--- src/rtl/wb_pkg.sv ---
// Shared encodings and helpers for the second-generation writeback stage.
package wb_pkg;

    // Operand datasize as carried with each uop.
    typedef enum logic [1:0] {
        DS_BYTE  = 2'b00,
        DS_WORD  = 2'b01,
        DS_DWORD = 2'b10,
        DS_RSVD  = 2'b11
    } datasize_e;

    // String-instruction repeat prefix.
    typedef enum logic [1:0] {
        REP_NONE  = 2'b00,
        REP_REP   = 2'b01,
        REP_REPE  = 2'b10,
        REP_REPNE = 2'b11
    } rep_mode_e;

    // REP iteration tracker state.
    typedef enum logic {
        REP_IDLE = 1'b0,
        REP_ITER = 1'b1
    } rep_state_e;

    // Bit positions inside the architectural flags register.
    localparam int FLAG_CF    = 0;
    localparam int FLAG_RSVD1 = 1;
    localparam int FLAG_PF    = 2;
    localparam int FLAG_AF    = 4;
    localparam int FLAG_ZF    = 6;
    localparam int FLAG_SF    = 7;
    localparam int FLAG_DF    = 10;
    localparam int FLAG_OF    = 11;

    // Flags value after reset; bit1 is architecturally always set.
    localparam logic [31:0] FLAG_RST_DEFAULT = 32'h0000_0002;

    // Pointer step for a string element; the reserved size steps like a dword.
    function automatic logic [2:0] str_delta(input logic [1:0] size);
        case (size)
            DS_BYTE: return 3'd1;
            DS_WORD: return 3'd2;
            default: return 3'd4;
        endcase
    endfunction

endpackage

--- src/rtl/wb_stage_param_if.sv ---
// Bundle of the WB-stage uop inputs, GPR write outputs and dcache store port.
interface wb_stage_param_if #(
    parameter int DATA_W = 32,
    parameter int NUM_WR = 3
);
    logic                     WB_V;
    logic [DATA_W-1:0]        WB_ALU_RESULT;
    logic [DATA_W-1:0]        WB_COUNT;
    logic [DATA_W-1:0]        WB_STR_POINTER;
    logic [31:0]              WB_ADDRESS;
    logic [1:0]               WB_DATASIZE;
    logic [31:0]              WB_FLAGS;
    logic [31:0]              WB_FLAGS_MASK;
    logic                     WB_LD_FLAGS;
    logic [3*NUM_WR-1:0]      WB_DR;
    logic [NUM_WR-1:0]        WB_LD_GPR;
    logic                     WB_DCACHE_WRITE;
    logic [1:0]               WB_REP_MODE;
    logic                     WB_FIRST_ITER;
    logic                     WB_LAST_UOP;
    logic                     DC_WR_READY;
    logic [3*NUM_WR-1:0]      OUT_DR;
    logic [DATA_W*NUM_WR-1:0] OUT_DR_DATA;
    logic [NUM_WR-1:0]        OUT_LD_GPR;
    logic [31:0]              OUT_FLAGS;
    logic                     OUT_DC_WR_V;
    logic [31:0]              OUT_DC_DATA;
    logic [31:0]              OUT_DC_ADDR;
    logic [1:0]               OUT_DC_SIZE;
    logic                     OUT_REP_TERMINATE;
    logic                     OUT_WB_STALL;

    // Upstream pipeline plus dcache side.
    modport master (
        output WB_V, WB_ALU_RESULT, WB_COUNT, WB_STR_POINTER, WB_ADDRESS,
               WB_DATASIZE, WB_FLAGS, WB_FLAGS_MASK, WB_LD_FLAGS, WB_DR,
               WB_LD_GPR, WB_DCACHE_WRITE, WB_REP_MODE, WB_FIRST_ITER,
               WB_LAST_UOP, DC_WR_READY,
        input  OUT_DR, OUT_DR_DATA, OUT_LD_GPR, OUT_FLAGS, OUT_DC_WR_V,
               OUT_DC_DATA, OUT_DC_ADDR, OUT_DC_SIZE, OUT_REP_TERMINATE,
               OUT_WB_STALL
    );

    // The writeback stage itself.
    modport slave (
        input  WB_V, WB_ALU_RESULT, WB_COUNT, WB_STR_POINTER, WB_ADDRESS,
               WB_DATASIZE, WB_FLAGS, WB_FLAGS_MASK, WB_LD_FLAGS, WB_DR,
               WB_LD_GPR, WB_DCACHE_WRITE, WB_REP_MODE, WB_FIRST_ITER,
               WB_LAST_UOP, DC_WR_READY,
        output OUT_DR, OUT_DR_DATA, OUT_LD_GPR, OUT_FLAGS, OUT_DC_WR_V,
               OUT_DC_DATA, OUT_DC_ADDR, OUT_DC_SIZE, OUT_REP_TERMINATE,
               OUT_WB_STALL
    );
endinterface

--- src/rtl/wb_rep_counter.sv ---
// REP/REPE/REPNE iteration tracking: remaining-count register, loop state and
// the one-cycle termination pulse.
module wb_rep_counter
    import wb_pkg::*;
#(
    parameter int DATA_W = 32
) (
    input  logic              CLK,
    input  logic              RST,
    input  logic              i_accept,
    input  logic [1:0]        i_mode,
    input  logic              i_first,
    input  logic              i_last,
    input  logic [DATA_W-1:0] i_count,
    input  logic              i_zf_new,
    output logic [DATA_W-1:0] o_cnt_next,
    output logic              o_suppress,
    output logic              o_terminate
);

    rep_state_e        r_state;
    rep_state_e        w_state_next;
    logic [DATA_W-1:0] r_count;
    logic [DATA_W-1:0] w_cnt_src;
    logic              w_is_rep;
    logic              w_stop;
    logic              w_term;
    logic              r_term;

    // A first-iteration uop always reloads, which also restarts after a flush.
    assign w_is_rep   = (i_mode != REP_NONE);
    assign w_cnt_src  = i_first ? i_count : r_count;
    assign o_cnt_next = i_last ? (w_cnt_src - DATA_W'(1)) : w_cnt_src;
    assign o_suppress = w_is_rep & i_first & (i_count == '0);

    assign w_stop = (o_cnt_next == '0)
                  | ((i_mode == REP_REPE)  & ~i_zf_new)
                  | ((i_mode == REP_REPNE) &  i_zf_new);

    // A zero-count first iteration ends the loop without executing the body.
    assign w_term = i_accept & (o_suppress | (w_is_rep & i_last & w_stop));

    assign o_terminate = r_term;

    // Loop state register.
    always_ff @(posedge CLK) begin
        if (RST) r_state <= REP_IDLE;
        else     r_state <= w_state_next;
    end

    // Next loop state: termination wins over entering a new loop.
    always_comb begin
        w_state_next = r_state;
        if (w_term)
            w_state_next = REP_IDLE;
        else if (i_accept & w_is_rep & i_first)
            w_state_next = REP_ITER;
    end

    // Remaining-count register, updated by every accepted REP uop.
    always_ff @(posedge CLK) begin
        if (RST)
            r_count <= '0;
        else if (i_accept & w_is_rep)
            r_count <= o_suppress ? '0 : o_cnt_next;
    end

    // Termination pulse, visible the cycle after the deciding uop.
    always_ff @(posedge CLK) begin
        if (RST) r_term <= 1'b0;
        else     r_term <= w_term;
    end

endmodule

--- src/rtl/wb_stage_param.sv ---
// Second-generation writeback stage: GPR write ports, flags merge, string
// pointer advance, REP iteration control and a one-entry dcache store buffer.
module wb_stage_param
    import wb_pkg::*;
#(
    parameter int          DATA_W   = 32,
    parameter int          NUM_WR   = 3,
    parameter logic [31:0] FLAG_RST = FLAG_RST_DEFAULT
) (
    input  logic             CLK,
    input  logic             RST,
    wb_stage_param_if.slave  bus
);

    logic                  w_stall;
    logic                  w_accept;
    logic                  w_suppress;
    logic                  w_flag_upd;
    logic                  w_capture;
    logic                  w_drain;
    logic                  w_zf_new;
    logic [31:0]           w_flags_merged;
    logic [DATA_W-1:0]     w_delta;
    logic [DATA_W-1:0]     w_ptr;
    logic [DATA_W-1:0]     w_cnt_next;
    logic [3*DATA_W-1:0]   w_port_all;
    logic [31:0]           r_flags;
    logic                  r_buf_v;
    logic [31:0]           r_dc_data;
    logic [31:0]           r_dc_addr;
    logic [1:0]            r_dc_size;

    // A store stalls only while the buffer is occupied and cannot drain.
    assign w_stall  = ~RST & bus.WB_V & bus.WB_DCACHE_WRITE & r_buf_v & ~bus.DC_WR_READY;
    assign w_accept = bus.WB_V & ~w_stall & ~RST;

    assign w_flag_upd     = w_accept & bus.WB_LD_FLAGS & ~w_suppress;
    assign w_flags_merged = (r_flags & ~bus.WB_FLAGS_MASK)
                          | (bus.WB_FLAGS & bus.WB_FLAGS_MASK)
                          | (32'h1 << FLAG_RSVD1);
    // REPE/REPNE look at ZF as it stands after this uop's own merge.
    assign w_zf_new = w_flag_upd ? w_flags_merged[FLAG_ZF] : r_flags[FLAG_ZF];

    // Direction comes from the registered DF, i.e. before this uop's update.
    assign w_delta = DATA_W'(str_delta(bus.WB_DATASIZE));
    assign w_ptr   = r_flags[FLAG_DF] ? (bus.WB_STR_POINTER - w_delta)
                                      : (bus.WB_STR_POINTER + w_delta);

    assign w_capture = w_accept & bus.WB_DCACHE_WRITE & ~w_suppress;
    assign w_drain   = r_buf_v & bus.DC_WR_READY;

    wb_rep_counter #(
        .DATA_W (DATA_W)
    ) u_rep (
        .CLK         (CLK),
        .RST         (RST),
        .i_accept    (w_accept),
        .i_mode      (bus.WB_REP_MODE),
        .i_first     (bus.WB_FIRST_ITER),
        .i_last      (bus.WB_LAST_UOP),
        .i_count     (bus.WB_COUNT),
        .i_zf_new    (w_zf_new),
        .o_cnt_next  (w_cnt_next),
        .o_suppress  (w_suppress),
        .o_terminate (bus.OUT_REP_TERMINATE)
    );

    // Port 0 carries the ALU result, port 1 the advanced pointer, port 2 the count.
    assign w_port_all = {w_cnt_next, w_ptr, bus.WB_ALU_RESULT};

    assign bus.OUT_DR       = RST ? '0 : bus.WB_DR;
    assign bus.OUT_DR_DATA  = RST ? '0 : w_port_all[DATA_W*NUM_WR-1:0];
    assign bus.OUT_LD_GPR   = {NUM_WR{w_accept & ~w_suppress}} & bus.WB_LD_GPR;
    assign bus.OUT_WB_STALL = w_stall;
    assign bus.OUT_FLAGS    = r_flags;
    assign bus.OUT_DC_WR_V  = r_buf_v;
    assign bus.OUT_DC_DATA  = r_dc_data;
    assign bus.OUT_DC_ADDR  = r_dc_addr;
    assign bus.OUT_DC_SIZE  = r_dc_size;

    // Architectural flags with per-flag merge.
    always_ff @(posedge CLK) begin
        if (RST)
            r_flags <= FLAG_RST | (32'h1 << FLAG_RSVD1);
        else if (w_flag_upd)
            r_flags <= w_flags_merged;
    end

    // Store buffer occupancy: a capture refills even while draining.
    always_ff @(posedge CLK) begin
        if (RST)
            r_buf_v <= 1'b0;
        else if (w_capture)
            r_buf_v <= 1'b1;
        else if (w_drain)
            r_buf_v <= 1'b0;
    end

    // Store buffer payload; meaningful only while the buffer is valid.
    always_ff @(posedge CLK) begin
        if (w_capture) begin
            r_dc_data <= 32'(bus.WB_ALU_RESULT);
            r_dc_addr <= bus.WB_ADDRESS;
            r_dc_size <= bus.WB_DATASIZE;
        end
    end

endmodule

--- src/flat_wrapper.sv ---
// flat-port wrapper written by rule: the top's interface ports become plain ports
module wb_stage_param_flat import wb_pkg::*;
#(
    parameter int          DATA_W   = 32,
    parameter int          NUM_WR   = 3,
    parameter logic [31:0] FLAG_RST = FLAG_RST_DEFAULT
)
  (CLK, RST, bus_WB_V, bus_WB_ALU_RESULT, bus_WB_COUNT, bus_WB_STR_POINTER, bus_WB_ADDRESS, bus_WB_DATASIZE, bus_WB_FLAGS, bus_WB_FLAGS_MASK, bus_WB_LD_FLAGS, bus_WB_DR, bus_WB_LD_GPR, bus_WB_DCACHE_WRITE, bus_WB_REP_MODE, bus_WB_FIRST_ITER, bus_WB_LAST_UOP, bus_DC_WR_READY, bus_OUT_DR, bus_OUT_DR_DATA, bus_OUT_LD_GPR, bus_OUT_FLAGS, bus_OUT_DC_WR_V, bus_OUT_DC_DATA, bus_OUT_DC_ADDR, bus_OUT_DC_SIZE, bus_OUT_REP_TERMINATE, bus_OUT_WB_STALL);
  wb_stage_param_if #(.DATA_W(DATA_W), .NUM_WR(NUM_WR)) bus_i ();
  input  logic CLK;
  input  logic RST;
  input wire logic [$bits(bus_i.WB_V)-1:0] bus_WB_V;
  input wire logic [$bits(bus_i.WB_ALU_RESULT)-1:0] bus_WB_ALU_RESULT;
  input wire logic [$bits(bus_i.WB_COUNT)-1:0] bus_WB_COUNT;
  input wire logic [$bits(bus_i.WB_STR_POINTER)-1:0] bus_WB_STR_POINTER;
  input wire logic [$bits(bus_i.WB_ADDRESS)-1:0] bus_WB_ADDRESS;
  input wire logic [$bits(bus_i.WB_DATASIZE)-1:0] bus_WB_DATASIZE;
  input wire logic [$bits(bus_i.WB_FLAGS)-1:0] bus_WB_FLAGS;
  input wire logic [$bits(bus_i.WB_FLAGS_MASK)-1:0] bus_WB_FLAGS_MASK;
  input wire logic [$bits(bus_i.WB_LD_FLAGS)-1:0] bus_WB_LD_FLAGS;
  input wire logic [$bits(bus_i.WB_DR)-1:0] bus_WB_DR;
  input wire logic [$bits(bus_i.WB_LD_GPR)-1:0] bus_WB_LD_GPR;
  input wire logic [$bits(bus_i.WB_DCACHE_WRITE)-1:0] bus_WB_DCACHE_WRITE;
  input wire logic [$bits(bus_i.WB_REP_MODE)-1:0] bus_WB_REP_MODE;
  input wire logic [$bits(bus_i.WB_FIRST_ITER)-1:0] bus_WB_FIRST_ITER;
  input wire logic [$bits(bus_i.WB_LAST_UOP)-1:0] bus_WB_LAST_UOP;
  input wire logic [$bits(bus_i.DC_WR_READY)-1:0] bus_DC_WR_READY;
  output wire logic [$bits(bus_i.OUT_DR)-1:0] bus_OUT_DR;
  output wire logic [$bits(bus_i.OUT_DR_DATA)-1:0] bus_OUT_DR_DATA;
  output wire logic [$bits(bus_i.OUT_LD_GPR)-1:0] bus_OUT_LD_GPR;
  output wire logic [$bits(bus_i.OUT_FLAGS)-1:0] bus_OUT_FLAGS;
  output wire logic [$bits(bus_i.OUT_DC_WR_V)-1:0] bus_OUT_DC_WR_V;
  output wire logic [$bits(bus_i.OUT_DC_DATA)-1:0] bus_OUT_DC_DATA;
  output wire logic [$bits(bus_i.OUT_DC_ADDR)-1:0] bus_OUT_DC_ADDR;
  output wire logic [$bits(bus_i.OUT_DC_SIZE)-1:0] bus_OUT_DC_SIZE;
  output wire logic [$bits(bus_i.OUT_REP_TERMINATE)-1:0] bus_OUT_REP_TERMINATE;
  output wire logic [$bits(bus_i.OUT_WB_STALL)-1:0] bus_OUT_WB_STALL;
  assign bus_i.WB_V = bus_WB_V;
  assign bus_i.WB_ALU_RESULT = bus_WB_ALU_RESULT;
  assign bus_i.WB_COUNT = bus_WB_COUNT;
  assign bus_i.WB_STR_POINTER = bus_WB_STR_POINTER;
  assign bus_i.WB_ADDRESS = bus_WB_ADDRESS;
  assign bus_i.WB_DATASIZE = bus_WB_DATASIZE;
  assign bus_i.WB_FLAGS = bus_WB_FLAGS;
  assign bus_i.WB_FLAGS_MASK = bus_WB_FLAGS_MASK;
  assign bus_i.WB_LD_FLAGS = bus_WB_LD_FLAGS;
  assign bus_i.WB_DR = bus_WB_DR;
  assign bus_i.WB_LD_GPR = bus_WB_LD_GPR;
  assign bus_i.WB_DCACHE_WRITE = bus_WB_DCACHE_WRITE;
  assign bus_i.WB_REP_MODE = bus_WB_REP_MODE;
  assign bus_i.WB_FIRST_ITER = bus_WB_FIRST_ITER;
  assign bus_i.WB_LAST_UOP = bus_WB_LAST_UOP;
  assign bus_i.DC_WR_READY = bus_DC_WR_READY;
  assign bus_OUT_DR = bus_i.OUT_DR;
  assign bus_OUT_DR_DATA = bus_i.OUT_DR_DATA;
  assign bus_OUT_LD_GPR = bus_i.OUT_LD_GPR;
  assign bus_OUT_FLAGS = bus_i.OUT_FLAGS;
  assign bus_OUT_DC_WR_V = bus_i.OUT_DC_WR_V;
  assign bus_OUT_DC_DATA = bus_i.OUT_DC_DATA;
  assign bus_OUT_DC_ADDR = bus_i.OUT_DC_ADDR;
  assign bus_OUT_DC_SIZE = bus_i.OUT_DC_SIZE;
  assign bus_OUT_REP_TERMINATE = bus_i.OUT_REP_TERMINATE;
  assign bus_OUT_WB_STALL = bus_i.OUT_WB_STALL;
  wb_stage_param #(.DATA_W(DATA_W), .NUM_WR(NUM_WR), .FLAG_RST(FLAG_RST)) u_core (.CLK(CLK), .RST(RST), .bus(bus_i));
endmodule
--- config.mk ---
export PLATFORM = sky130hd
export DESIGN_NAME = wb_stage_param_flat
export DESIGN_NICKNAME = d
export VERILOG_FILES = /design/src/rtl/wb_pkg.sv /design/src/rtl/wb_stage_param_if.sv /design/src/rtl/wb_rep_counter.sv /design/src/rtl/wb_stage_param.sv /design/src/flat_wrapper.sv
export SDC_FILE = /design/constraint.sdc
export NUM_CORES = 1
export LEC_CHECK = 0
export CORE_MARGIN = 4
export CORE_UTILIZATION = 35
export CTS_BUF_LIST = sky130_fd_sc_hd__clkbuf_8
export DETAILED_ROUTE_END_ITERATION = 16
export PLACE_DENSITY = 0.79
export SLEW_MARGIN = 15
export SYNTH_ARGS = -nofsm -noshare
export SYNTH_HDL_FRONTEND = slang
export SYNTH_HIERARCHICAL = 1
export SYNTH_SLANG_ARGS = --single-unit
--- constraint.sdc ---
create_clock -name CLK -period 7.1 [get_ports CLK]
set_clock_uncertainty 0.2 [all_clocks]
set_input_delay 0.71 -clock CLK [delete_from_list [all_inputs] [get_ports CLK]]
set_output_delay 0.71 -clock CLK [all_outputs]
set_load 0.03 [all_outputs]
## Yosys cells after proc, flatten, opt, wreduce, memory -nomap -nowiden

Index checks and enable logic that the tools add are counted.
W data, S select, Z words.

- Reduce and logical (&&, ||, !) cells: 5
- Eq/ne operators: 3
- Mux-type cells: 10
- $add $sub $neg: 3
- Bitwise operators: 33

Operators with widths:

| operator | number |
|---|---|
| $mux W32 | 4 |
| $mux W96 | 1 |
| $and A32 B32 Y32 | 2 |
| $logic_not A32 Y1 | 2 |
| $add A32 B3 Y32 | 1 |
| $not A32 Y32 | 1 |
| $or A32 B32 Y32 | 1 |
| $sub A32 B1 Y32 const B | 1 |
| $sub A32 B3 Y32 | 1 |
| $and A1 B1 Y1 | 20 |
| $mux W9 | 1 |
| $pmux W3 S2 | 1 |
| $not A1 Y1 | 5 |
| $eq A2 B2 Y1 const B | 2 |
| $reduce_bool A2 Y1 | 2 |
| $and A3 B3 Y3 | 1 |
| $mux W1 | 3 |
| $or A1 B1 Y1 | 3 |
| $eq A2 B1 Y1 const B | 1 |
| $logic_not A2 Y1 | 1 |

- Bits in registers: 131
- Output and inout bits: 209
- Bits of input ports: 216

## Longest topological paths before layout

Gate-level depths: netlist (run 1).

- Word-level depth: 18
- Mapped depth: 16

## Hierarchy

The synthesis (run 1) kept the hierarchy.

Modules (own cells, without submodules):

| module | times used | area an instance (um^2) | cells each |
|---|---|---|---|
| wb_stage_param | 1 | 5783.0 | 624 |
| wb_rep_counter | 1 | 2758.9 | 343 |

## Least setup slack after synthesis (run 1)

Ideal clock, no wire load.

- Kind: input to register
- From: input port bus_WB_FIRST_ITER
- To: register u_core.u_rep.r_term (netlist: u_core/u_rep/o_terminate)
- Buffers on the path: 6
- Setup time: 0.084 ns
- Arrival: 4.599 ns
- Cell stages on the path: 16
- Data required time: 6.816 ns
- Setup slack: 2.217 ns
- Path through: buf_6 > buf_2 > buf_2 > buf_2 > buf_2 > buf_2 > mux2i_1 > ha_1 > and4bb_2 > a22oi_4 > nor4_2 > xnor2_1 > or3_1 > or4_1 > or4b_1 > o31ai_2

- Elaborated cells between the ends (all ways): 17

RTL lines:

| what | line | source |
|---|---|---|
| start, declared | flat_wrapper.sv:25 | `input wire logic [$bits(bus_i.WB_FIRST_ITER)-1:0] bus_WB_FIRST_ITER;` |
| $mux W32 (*) | wb_rep_counter.sv:32 | `assign w_cnt_src = i_first ? i_count : r_count;` |
| $sub A32 B1 Y32 | wb_rep_counter.sv:33 | `assign o_cnt_next = i_last ? (w_cnt_src - DATA_W'(1)) : w_cnt_src;` |
| $mux W32 (*) | wb_rep_counter.sv:33 |  |
| via u_core.w_cnt_next[16] | wb_stage_param.sv:25 | `logic [DATA_W-1:0] w_cnt_next;` |
| $logic_not A32 Y1 (*) | wb_rep_counter.sv:36 | `assign w_stop = (o_cnt_next == '0)` |
| $or A1 B1 Y1 (*) | wb_rep_counter.sv:37 | `\| ((i_mode == REP_REPE) & ~i_zf_new)` |
| $or A1 B1 Y1 (*) | wb_rep_counter.sv:38 | `\| ((i_mode == REP_REPNE) & i_zf_new);` |
| $and A1 B1 Y1 (*) | wb_rep_counter.sv:41 | `assign w_term = i_accept & (o_suppress \| (w_is_rep & i_last & w_stop));` |
| $or A1 B1 Y1 (*) | wb_rep_counter.sv:41 |  |
| $and A1 B1 Y1 (*) | wb_rep_counter.sv:41 |  |
| end signal, assigned | wb_rep_counter.sv:71 | `else r_term <= w_term;` |
| end, declared | wb_rep_counter.sv:28 | `logic r_term;` |

Mark *: on every way through the listed nets, which the timed path passes. The rest lies on a longest branch.
A chain may end at the register's enable or synchronous reset.

## Worst setup path in the final report (run 1)

- From: input port bus_WB_DATASIZE[0]
- To: output port bus_OUT_DR_DATA[56]

- Longest elaborated chain between the ends: 5
- Elaborated cells between the ends (all ways): 7

RTL lines:

| what | line | source |
|---|---|---|
| start, declared | flat_wrapper.sv:17 | `input wire logic [$bits(bus_i.WB_DATASIZE)-1:0] bus_WB_DATASIZE;` |
| $eq A2 B1 Y1 / $logic_not A2 Y1 (equally long branches) | wb_pkg.sv:41 | `case (size)` |
| $pmux W3 S2 (*) | wb_pkg.sv:41 |  |
| $add A32 B3 Y32 / $sub A32 B3 Y32 (equally long branches) | wb_stage_param.sv:47, wb_stage_param.sv:46 |  |
| $mux W32 (*) | wb_stage_param.sv:46 | `assign w_ptr = r_flags[FLAG_DF] ? (bus.WB_STR_POINTER - w_delta)` |
| $mux W96 (*) | wb_stage_param.sv:72 | `assign bus.OUT_DR_DATA = RST ? '0 : w_port_all[DATA_W*NUM_WR-1:0];` |
| end, declared | flat_wrapper.sv:29 | `output wire logic [$bits(bus_i.OUT_DR_DATA)-1:0] bus_OUT_DR_DATA;` |

Every way passes the cells marked *; elsewhere a longest branch is shown, timed or not.

==> results of run 1 <==
==> layer usage <==
metal	global-route usage, %	routed length, µm	up-vias
met1	27.15	12450	4136
li1	-	-	4288
met4	8.044	771	6
met3	4.818	2889	61
met2	38.38	16260	403
met5	0	34	-
==> power groups by stage <==
stage	Clock, mW	Combinational, mW	Sequential (mW)
global route	0.704	0.664	0.830
detailed placement	0	0.620	0.845
global placement	0	0.615	0.844
floorplan	0	0.298	0.874
finish	0.651	0.625	0.828
CTS	0.669	0.624	0.828
==> placed cells by master, fill, tap and decap left out, types with 15 or more instances in the layout <==
master	instances
clkbuf_8	17
ha_1	33
a22oi_1	26
o21ai_0	15
nand3_1	50
nor2_1	92
dfxtp_1	65
xnor2_1	26
nor3_1	34
xor2_1	25
inv_1	15
mux2i_1	32
clkdlybuf4s50_1	419
a21oi_1	79
nor2b_1	87
nand2_1	94
edfxtp_1	66
==> kinds of logic after synthesis <==
| logic type | after synthesis | share of synthesized area [%] |
|---|---|---|
| compound gates | 195 | 15.60 |
| xor+xnor | 51 | 5.229 |
| fa+ha+maj | 34 | 5.068 |
| buf+inv | 68 | 3.266 |
| flops | 131 | 38.44 |
| mux | 40 | 4.878 |
| other cells | 1 | 0.04390 |
| simple gates | 447 | 27.48 |
==> worst min-delay path, stage by stage (launching register included) <==
cell     delay, ns
dfxtp_1       0.32
nand2_1       0.05
a21oi_1       0.05
==> cell type report <==
cell class	instances	share of cell area (%)
repair buffers	428	31.84
clock buffers	17	1.748
flip-flops and latches	131	24.53
diodes	2	0.03739
clock inverters	15	1.187
well taps	319	2.982
inverters	15	0.4206
multi-input cells	768	37.26
==> metrics by stage <==
| step | hold WS (ns) | util [%] | worst slack, ns | area (µm²) |
|---|---|---|---|---|
| detailed placement | 0.2474 | 54.68 | 1.090 | 12990 |
| CTS | 0.2598 | 56.34 | 1.074 | 13380 |
| global route | 0.2692 | 56.36 | 0.9326 | 13390 |
| finish | 0.2579 | 56.36 | 1.061 | 13390 |
| global placement | 0.2412 | 54.68 | 1.236 | 12990 |
| floorplan | 0.2449 | - | 2.217 | 8542 |
==> path summary, 6_finish.rpt <==
check | from | slack [ns] | cells past startpoint | end
setup / recovery | bus_WB_DATASIZE[0] | 1.06 | 13 | bus_OUT_DR_DATA[56]
hold / removal | flip-flop | 0.26 | 2 | flip-flop
setup reg to reg | u_core/u_rep/r_count[0] | 3.53 | 10 | u_core/u_rep/o_terminate
hold reg to reg | flip-flop | 0.26 | 2 | flip-flop
==> metrics.txt, run 1 <==
Async SR Flop Fraction 0%; Cell Chain, Critical Path clkdlybuf4s50_1 > or2_2 > ha_1 > mux2_2 > fa_1 > and2b_1 > o31a_1 > o31ai_4 > o31ai_1 > a41oi_1 > o41ai_1 > mux2_2 > clkdlybuf4s50_1; most instantiated cells after synthesis nand2_1 (94), nor2_1 (92), nor2b_1 (87), a21oi_1 (79), edfxtp_1 (66); P_leak 4.812 nW; DRC viols 0; routed wire length 32410 µm; Worst-path clk slew 0.09 ns; number of global-route vias before repair 8364; critical path required time 6.19 ns; # clock sinks 131; net switching power 0.7051 mW; Critical Path Source Type primary input; TritonCTS Buffers 17; HPWL after detailed placement 25660 µm; final hold vios 0; setup repair bufs after CTS 0; Port Buf Inserts 421; setup TNS after final layout 0 ns; die area 26970 µm²; Synth Warn # 6; clock network power share 30.9%; worst-skew pair later-pin latency 0.43 ns; first-pass GRT wire length 46840 µm; pin count of the biggest net entering global routing 96; Core ar. 23750 µm²; Worst path max stage delay 0.59 ns; CTS Hold Buffers Added 0; Peak Freq 165.6 MHz; post-synth cell types 82; initial antenna violation count 5; fillcell total 2065; combinational share of power 29.7%; Max Cap Viol 0; Synth top area share 23.20%; crit path max fanout 6; fin crit period 6.039 ns; GPL Wtd Cong 0.8884; Netlist Area Pre-Place 8542 µm²; share of cells above drive strength 1 5.531%; power per cell area 157.2 nW/µm²; placed cell count 1661; H-tree depth 4; vias per inst 5.247; Multi-input gate area 4987 µm²; RSZ-0062 raised after global routing false; Yosys reg bits 131; die width 164.2 µm; internal power 1.399 mW; critical path's slowest cell clkdlybuf4s50_1; Max IR drop VDD 0.0001299 V; count leader, synth nand2_1; Synth area leaders edfxtp_1 (23%), dfxtp_1 (15%), nor2b_1 (6.4%); status completed; Setup Viol. Count Final 0; switching share of power 33.51%; total power 2.104 mW; Crit path arrival time 5.13 ns; TritonCTS clock tree done; most common flop cell mapped by yosys edfxtp_1; worst hold path class flip-flop to flip-flop; Initial Utilization 35.96%; routed len/inst 19.12 µm; GRT Overall Usage 22.19%; register area share after synthesis 38.44%; Synthesized Nets 1217; Pre-Repair DR Iteration Count 5; CP top delay family compound AO/OA/AOI/OAI gates; Rel. slew slack 35.86%; Die Ht 164.2 µm; Sequential cell area 3283 µm²; CP endpoint kind primary output; I/O Pins 425; Post-synth EDFFs 66; Overflow after GRT 0; Layout area overhead 56.72%; post-CTS resize count 0; Tightest Pin Transition 0.9621 ns; root buffer cell clkbuf_8; Setup CP Type primary input to primary output; First DRT Iteration DRCs 687; Tcrit/Tclk final 85.06%; syn avg cell area 8.833 µm²; Layout Cells excl Fill 1695; Max Slew Vio Count 0; CP Buf/Inv Count 2; site row count 56; sequential share of power 39.4%; Syn Inst Count 967; DR vias 8894; area leader, netlist edfxtp_1; post-route ant nets 0; Layout Nets 1611; Longest Clk Path Bufs 2
Power figures use the tool's default switching activity.
==> run 2: changes to the inputs <==
--- a/config.mk
+++ b/config.mk
@@ -10,7 +10,7 @@
 export CTS_BUF_LIST = sky130_fd_sc_hd__clkbuf_8
 export DETAILED_ROUTE_END_ITERATION = 16
 export PLACE_DENSITY = 0.79
-export SLEW_MARGIN = 15
+export SLEW_MARGIN = 20
 export SYNTH_ARGS = -nofsm -noshare
 export SYNTH_HDL_FRONTEND = slang
 export SYNTH_HIERARCHICAL = 1
==> results of run 2 <==
The final DEF is identical to that of run 1; final timing and power are the same.
==> run 3: changes to the inputs <==
--- a/config.mk
+++ b/config.mk
@@ -5,10 +5,11 @@
 export SDC_FILE = /design/constraint.sdc
 export NUM_CORES = 1
 export LEC_CHECK = 0
-export CORE_MARGIN = 4
-export CORE_UTILIZATION = 35
+export CORE_AREA = 4 4 161 163
 export CTS_BUF_LIST = sky130_fd_sc_hd__clkbuf_8
 export DETAILED_ROUTE_END_ITERATION = 16
+export DIE_AREA = 0 0 165 167
+export HOLD_SLACK_MARGIN = 0.15
 export PLACE_DENSITY = 0.79
 export SLEW_MARGIN = 20
 export SYNTH_ARGS = -nofsm -noshare
==> run 3 against run 2 <==
Utilization is 1.3 points lower. Critical endpoint is now bus_OUT_DR_DATA[60]. Final area stayed put. Sequential power hardly changed. Register-to-register slack worse by 0.07 ns. Clock power is 6.6% lower. Cell count is 0.59% higher. Sequential share of layout area stayed put. Worst hold slack worse by 0.0014 ns. Critical path type unchanged. Combinational power hardly changed. Largest power group unchanged. Setup slack better by 0.11 ns. Sequential cell count stayed put. Via count hardly changed.
==> metrics.txt, run 3 (synthesized netlist as in run 1, its figures left out) <==
setup repair bufs after CTS 0 (unchanged); DR vias 8900 (was 8894); root buffer cell clkbuf_8 (unchanged); crit path max fanout 6 (unchanged); final core occ 55.04% (was 56.36%); Port Buf Inserts 421 (unchanged); GRT Overall Usage 22.98% (was 22.19%); routed len/inst 19.66 µm (was 19.12 µm); Setup CP Type primary input to primary output (unchanged); post-CTS resize count 0 (unchanged); most used cell, CP clkdlybuf4s50_1; I/O Pins 425 (unchanged); Longest Clk Path Bufs 2 (unchanged); Tightest Pin Transition 0.9388 ns (was 0.9621 ns); Max Cap Viol 0 (unchanged); CP Buf/Inv Count 2 (unchanged); Pre-Repair DR Iteration Count 5 (unchanged); critical path required time 6.19 ns (about the same); number of global-route vias before repair 8545 (was 8364); Worst-path clk slew 0.07 ns (was 0.09 ns); routed wire length 33520 µm (was 32410 µm); site row count 57 (was 56); Critical Path Source Type primary input (unchanged); Layout Nets 1611 (unchanged); Overflow after GRT 0 (unchanged); First DRT Iteration DRCs 625 (was 687); die area 27560 µm² (was 26970 µm²); post-route ant nets 0 (unchanged); GPL Wtd Cong 0.9421 (was 0.8884); Layout area overhead 56.72% (unchanged); met2 Use GR 39.97% (was 38.38%); Peak Freq 168.6 MHz (was 165.6 MHz); CTS Hold Buffers Added 0 (unchanged); CP endpoint kind primary output (unchanged); critical path's slowest cell clkdlybuf4s50_1 (unchanged); worst-skew pair later-pin latency 0.43 ns (about the same); setup TNS after final layout 0 ns (unchanged); P_leak 4.795 nW (was 4.812 nW); Crit path arrival time 5.02 ns (was 5.13 ns); first-pass GRT wire length 49280 µm (was 46840 µm); final hold vios 0 (unchanged); Tcrit/Tclk final 83.54% (was 85.06%); total power 2.061 mW (was 2.104 mW); Max Slew Vio Count 0 (unchanged); TritonCTS clock tree done (unchanged); status completed (unchanged); share of cells above drive strength 1 5.531% (unchanged); CP top delay family buffers and inverters (was compound AO/OA/AOI/OAI gates); most common cell after layout, fill and taps aside clkdlybuf4s50_1 (unchanged); vias per inst 5.220 (was 5.247); fillcell total 2203 (was 2065); M3 GR Usage 5.759% (was 4.818%); # clock sinks 131 (unchanged); Cell Chain, Critical Path clkdlybuf4s50_1 > or2_2 > ha_1 > mux2_2 > fa_1 > and2b_1 > o31a_1 > o31ai_4 > o31ai_1 > a41oi_1 > or4_1 > o211ai_1 > clkdlybuf4s50_1 (was clkdlybuf4s50_1 > or2_2 > ha_1 > mux2_2 > fa_1 > and2b_1 > o31a_1 > o31ai_4 > o31ai_1 > a41oi_1 > o41ai_1 > mux2_2 > clkdlybuf4s50_1); RSZ-0062 raised after global routing false (unchanged); TritonCTS Buffers 17 (unchanged); Die Ht 167 µm (was 164.2 µm); commonest cells after routing, fill and taps aside clkdlybuf4s50_1 (419), nand2_1 (94), nor2_1 (92) (unchanged); Max IR drop VDD 0.0001463 V (was 0.0001299 V); initial antenna violation count 8 (was 5); Initial Utilization 35.12% (was 35.96%); Rel. slew slack 37.41% (was 35.86%); die width 165 µm (was 164.2 µm); GRT busiest layer met2 (unchanged); power per cell area 154.0 nW/µm² (was 157.2 nW/µm²); Post-Place Worst Slack 1.247 ns (was 1.090 ns); pin count of the biggest net entering global routing 98 (was 96); fin crit period 5.931 ns (was 6.039 ns); worst hold path class flip-flop to flip-flop (unchanged); Worst path max stage delay 0.73 ns (was 0.59 ns); Final WS setup 1.169 ns (was 1.061 ns); M1 GR Usage 26.50% (was 27.15%); Core ar. 24320 µm² (was 23750 µm²); HPWL after detailed placement 26980 µm (was 25660 µm); worst hold slack 0.2565 ns (was 0.2579 ns); Setup Viol. Count Final 0 (unchanged); DRC viols 0 (unchanged); H-tree depth 4 (unchanged)
run 3: cell types whose count changed in the layout (fill, tap and decap cells not counted):
cell / previous run / this run
bufinv_16: 1 / 0
clkinv_4: 1 / 0
clkinv_8: 0 / 1
clkinvlp_4: 3 / 5
diode_2: 2 / 7
inv_8: 4 / 3
run 3: cell type report:
class | count | area, µm² | share of cell area (%)
inverters | 15 | 56.30 | 0.4206
repair buffers | 428 | 4263 | 31.84
flip-flops and latches | 131 | 3283 | 24.53
diodes | 7 | 17.52 | 0.1309
multi-input cells | 768 | 4987 | 37.26
clock buffers | 17 | 234.0 | 1.748
well taps | 324 | 405.4 | 3.028
clock inverters | 15 | 140.1 | 1.047
run 3: worst paths after layout:
path	start	to	depth (start not counted)	slack [ns]
max reg2reg	u_core/u_rep/r_count[0]	u_core/u_rep/o_terminate	10	3.46
min reg2reg	flip-flop	flip-flop	2	0.26
min	flip-flop	flip-flop	2	0.26
max	bus_WB_DATASIZE[0]	bus_OUT_DR_DATA[60]	13	1.17
run 3: through the flow:
stage | instance area, µm² | cells
final | 13390 | 1705
after global routing | 13380 | 1704
after CTS | 13370 | 1698
after detailed placement | 13000 | 1666
after global placement | 13000 | 1666
after floorplan | 8542 | 967
run 3: worst reg2reg max path, cell delays in order (launching register included):
cell      delay (ns)
dfxtp_1         0.35
mux2i_2         0.28
ha_1            0.26
and4bb_2        0.27
a22oi_4         0.12
nor4_1          0.42
xnor2_1         0.18
or3_1           0.37
or4_1           0.39
or4b_1          0.51
o31ai_2         0.22
run 3: power by group:
group / total, mW / switching (mW) / internal, mW / leakage [nW]
clock network: 0.608 / 0.350 / 0.258 / 0.175
logic: 0.625 / 0.336 / 0.288 / 3.49
registers: 0.828 / 0.0119 / 0.817 / 1.13
run 3: layer usage:
metal	routed length, µm	vias up	share of wire [%]
met4	1145	2	3.4
met3	2985	55	8.9
met5	12	-	0.036
li1	-	4297	-
met2	16830	420	50
met1	12550	4126	37
